<file path="src/rtl/load_store_unit.sv">
// Data-side memory initiator: one load/store at a time, opcode/alignment check,
// WAIT_CYCLES-long memory access, response held until the consumer accepts it.
module load_store_unit #(
  parameter int WAIT_CYCLES = 1,
  parameter int CHECK_ALIGN = 1
) (
  input  logic        clk,
  input  logic        reset_n,
  input  logic        req_valid,
  output logic        req_ready,
  input  logic        req_we,
  input  logic [2:0]  req_op,
  input  logic [31:0] req_addr,
  input  logic [31:0] req_wdata,
  output logic        resp_valid,
  input  logic        resp_ready,
  output logic [31:0] resp_rdata,
  output logic        resp_err,
  output logic        mem_we,
  output logic        mem_addrsrc,
  output logic [2:0]  mem_op,
  output logic [31:0] mem_addr,
  output logic [31:0] mem_wd,
  input  logic [31:0] mem_rd,
  output logic        busy
);

  localparam logic [3:0] CNT_INIT = 4'(WAIT_CYCLES - 1);

  typedef enum logic [1:0] {
    IDLE   = 2'd0,
    ACCESS = 2'd1,
    RESP   = 2'd2
  } state_t;

  state_t      r_state, w_state_nxt;
  logic [3:0]  r_cnt;
  logic        r_we;
  logic [2:0]  r_op;
  logic [31:0] r_addr;
  logic [31:0] r_wdata;
  logic [31:0] r_rdata;
  logic        r_err;

  logic w_bad_op, w_misalign, w_req_err, w_accept, w_last;

  always_comb begin
    w_bad_op   = (req_op == 3'b000) || (req_op == 3'b110) || (req_op == 3'b111);
    w_misalign = 1'b0;
    if (CHECK_ALIGN != 0) begin
      if ((req_op == 3'b010 || req_op == 3'b101) && req_addr[0]) w_misalign = 1'b1;
      if ((req_op == 3'b011) && (req_addr[1:0] != 2'b00))        w_misalign = 1'b1;
    end
    w_req_err = w_bad_op | w_misalign;
    w_accept  = (r_state == IDLE) && req_valid;
    w_last    = (r_state == ACCESS) && (r_cnt == 4'd0);
  end

  always_ff @(posedge clk or negedge reset_n) begin
    if (!reset_n) r_state <= IDLE;
    else          r_state <= w_state_nxt;
  end

  always_comb begin
    w_state_nxt = r_state;
    req_ready   = 1'b0;
    busy        = 1'b0;
    resp_valid  = 1'b0;
    mem_we      = 1'b0;
    mem_addrsrc = 1'b0;
    case (r_state)
      IDLE: begin
        req_ready = 1'b1;
        if (req_valid) w_state_nxt = w_req_err ? RESP : ACCESS;
      end
      ACCESS: begin
        busy        = 1'b1;
        mem_addrsrc = 1'b1;
        // Write strobe only on the final wait cycle so memory sees exactly one write.
        if (w_last) begin
          mem_we      = r_we;
          w_state_nxt = RESP;
        end
      end
      RESP: begin
        busy       = 1'b1;
        resp_valid = 1'b1;
        if (resp_ready) w_state_nxt = IDLE;
      end
      default: w_state_nxt = IDLE;
    endcase
  end

  // Rejected requests never load the port registers, so the memory port keeps its last values.
  always_ff @(posedge clk or negedge reset_n) begin
    if (!reset_n) begin
      r_cnt   <= 4'd0;
      r_we    <= 1'b0;
      r_op    <= 3'd0;
      r_addr  <= 32'd0;
      r_wdata <= 32'd0;
      r_rdata <= 32'd0;
      r_err   <= 1'b0;
    end else if (w_accept) begin
      r_rdata <= 32'd0;
      r_err   <= w_req_err;
      if (!w_req_err) begin
        r_we    <= req_we;
        r_op    <= req_op;
        r_addr  <= req_addr;
        r_wdata <= req_wdata;
        r_cnt   <= CNT_INIT;
      end
    end else if (r_state == ACCESS) begin
      if (!w_last)    r_cnt   <= r_cnt - 4'd1;
      else if (!r_we) r_rdata <= mem_rd;
    end
  end

  assign mem_op     = r_op;
  assign mem_addr   = r_addr;
  assign mem_wd     = r_wdata;
  assign resp_rdata = r_rdata;
  assign resp_err   = r_err;

endmodule
</file>
<file path="config.mk">
export PLATFORM = sky130hd
export DESIGN_NAME = load_store_unit
export DESIGN_NICKNAME = d
export VERILOG_FILES = /design/src/rtl/load_store_unit.sv
export SDC_FILE = /design/constraint.sdc
export NUM_CORES = 1
export LEC_CHECK = 0
export BUFFER_PORTS_ARGS = -buffer_cell sky130_fd_sc_hd__buf_2
export CAP_MARGIN = 40
export CORE_MARGIN = 3
export CORE_UTILIZATION = 46
export DETAILED_ROUTE_END_ITERATION = 7
export HOLD_SLACK_MARGIN = 0.1
export PLACE_DENSITY = 0.8
export SETUP_SLACK_MARGIN = 0.15
export SLEW_MARGIN = 30
export SYNTH_ARGS = -nofsm -noshare
export SYNTH_HDL_FRONTEND = slang
export SYNTH_SLANG_ARGS = --single-unit
</file>
<file path="constraint.sdc">
create_clock -name clk -period 2.6 [get_ports clk]
set_clock_uncertainty 0.2 [all_clocks]
set_input_delay 0.65 -clock clk [delete_from_list [all_inputs] [get_ports clk]]
set_output_delay 0.65 -clock clk [all_outputs]
set_load 0.05 [all_outputs]
</file>
==> flow_metrics.tcl <==
set metrics [dict create \
    cts_root_buffer "clkbuf_8" \
    setup_ws_ps 241 \
    layout_common_cells "buf_2, dfrtp_1, nand2_1" \
    fp.dieH_microns 103 \
    critPathMaxFanout 3 \
    synth_edf_count 0 \
    grt_pass1_vias 3334 \
    drtAntennaViolNets 0 \
    ys_seq_area_share_pct 61.6 \
    fillers 732 \
    multi_input_area_sq_mm 0.00154 \
    htreeDepth 3 \
    setup_tns_ps 0 \
    antennaDiodeCount 0 \
    ys.warnings.count 0 \
    synth_async_sr_flop_share_pct 100 \
    cp_slowest_cell "dfrtp_1" \
    pin_count 209 \
    end_kind "output pin" \
    cts_hold_buf 0 \
    wl_per_cell_microns 15.7 \
    layout-drive-gt1-share_pct 56.4 \
    syn_area_per_cell_sq_um 12.8 \
    gp_congestion 0.688 \
    core_area_sq_mm 0.00893 \
    clock_latency_ps 340 \
    initial_utilization_pct 48.7 \
    numCtsBuffers 9 \
    hold_violations 0 \
    die_area_sq_mm 0.0107 \
    cp.required_ps 1750 \
    grt_pass1_wl_microns 15800 \
    clock_sinks 107 \
    synth_flop_cell "dfrtp_1" \
    crit_path_start_kind "register" \
    path_cells "inv_2, ha_4, nor3b_4, and3_4, buf_8" \
    irDropWorstVdd_uv 975 \
    drtIter0Drc 69 \
    worstPathArrival_ps 1510 \
    num_rows 34 \
    regArea_sq_mm 0.00268 \
    cpPeakStageDelay_ps 420 \
    leakage_nw 2.92 \
    setup_viol 0 \
    final_max_slew_viol_count 0 \
    instances_no_fill 663 \
    wl_microns 10400 \
    yosysUniqueCellTypes 31 \
    rsz0062_at_grt "no" \
    powerDensity_mw_per_mm2 1530 \
    grt_use_total_pct 18.8 \
    dp_slack_ps 92.7 \
    antenna_found_initial 0 \
    vias 3347 \
    timing.final.crit_share_pct 90.7 \
    syn_inst 339 \
    final_core_util_pct 64.5 \
    grt_max_degree 108 \
    ys_ff_latch 107 \
    hold_class "in -> async" \
    grt-ovfl-total 0 \
    route.detailed.drc 0 \
    clkTransAtPathRegs_ps 100 \
    syn_to_final_growth_pct 32.4 \
    post_drt_via_cell_ratio 5.05 \
    dp_hpwl_microns 7700 \
    critPathTopFamily "flip-flops" \
    layout_commonest_cell "buf_2" \
    worstMarginPinSlew_ps 569 \
    syn-num-nets 448 \
    die_w_microns 103 \
    place_area_sq_mm 0.00550 \
    cts_buffer_depth 2 \
    cts_tree "yes" \
    first_pass_iters 5 \
    status "finished clean" \
    nNetsFinal 661 \
    slew_headroom_pct 62.1 \
    portBuffers 208 \
    synth_area_sq_mm 0.00435 \
    fmax_mhz 424 \
    crit_type "reg -> out" \
    dpl.cell_count 648 \
    drv_cap 0 \
    final_area_sq_mm 0.00576 \
    finalCriticalPeriod_ps 2360 \
    cp_num_buf_inv 2 \
]
## metrics by stage
step / hold slack, ps / power, mW
after floorplan: 154 / 6.59
after global placement: 276 / 7.66
after detailed placement: 290 / 7.80
after CTS: 177 / 8.91
after global routing: 187 / 9.28
final: 138 / 8.83
## path summary, 6_finish.rpt
check                           startpoint  depth (start not counted)  slack [ps]              to
worst min register to register    resp_err                          2         300        resp_err
worst max-delay path              r_cnt[1]                          5         240          mem_we
worst min-delay path               reset_n                          2         140  resp_rdata[20]
min in group clk                  resp_err                          2         300        resp_err
worst max register to register    r_cnt[1]                          7         380  resp_rdata[21]
max in group asynchronous          reset_n                          2        1610     mem_addr[8]
## cells in the mapped netlist, types with 2 or more instances
library cell,n,share of area (%)
a21o_2,2,0.40
a21oi_1,37,4.3
buf_4,3,0.52
clkbuf_1,7,0.60
clkbuf_8,7,2.2
dfrtp_1,107,62
ha_1,5,1.4
inv_1,6,0.52
mux2_2,60,16
mux2_4,6,2.1
nand2_1,68,5.9
nand4_1,2,0.29
nor2_1,5,0.43
nor3_1,2,0.23
o21ai_0,5,0.58
xor2_1,2,0.40
## worst register-to-register path, delay by kind of cell, from the launching register on
| family | cells | cell delay, ps |
|---|---|---|
| simple gates | 3 | 830 |
| buf+inv | 2 | 430 |
| flops | 1 | 420 |
| compound gates | 1 | 140 |
| fa+ha+maj | 1 | 120 |
## cells by family (layout without fill, tap and decap cells)
| group | Yosys count | in the layout | synth area share, % |
|---|---|---|---|
| buf+inv | 23 | 239 | 3.85 |
| flops | 107 | 107 | 61.6 |
| compound gates | 48 | 48 | 6.04 |
| fa+ha+maj | 5 | 5 | 1.44 |
| xor+xnor | 2 | 2 | 0.403 |
| mux | 66 | 66 | 17.6 |
| simple gates | 88 | 88 | 9.09 |
## per-layer routing
| metal | GRT usage (%) | share of wire [%] | vias to the layer above |
|---|---|---|---|
| li1 | - | - | 1576 |
| met1 | 23.1 | 39 | 1608 |
| met2 | 31.8 | 51 | 146 |
| met3 | 5.30 | 8.3 | 17 |
| met4 | 6.57 | 1.5 | 0 |
| met5 | 0 | 0 | - |
## registers in the layout (all words and copies together) (netlist names)
signal and cells:
r_we 1, r_cnt 4, mem_wd 32, resp_rdata 32, r_state 2, resp_err 1
mem_op 3, mem_addr 32
## power breakdown
group,total [mW],switching [mW],internal [mW]
Sequential,2.79,0.386,2.41
Combinational,4.94,3.67,1.27
Clock,1.10,0.535,0.561
Total,8.83,4.59,4.23
## final cells by class
type	instances	area share, %
clock buffer	10	2.39
clock inverter	4	1.33
inverter	6	0.391
multi-input combinational	209	26.7
sequential	107	46.5
tap	108	2.35
timing repair buffer	219	20.4
## repair_timing
item / in CTS / in global routing
setup endpoints to repair: 1 / 2
hold endpoints to repair: 0 / 0
setup buffers: 0 / 1
resized for setup: 2 / 9
(Power assumes the default switching activity.)
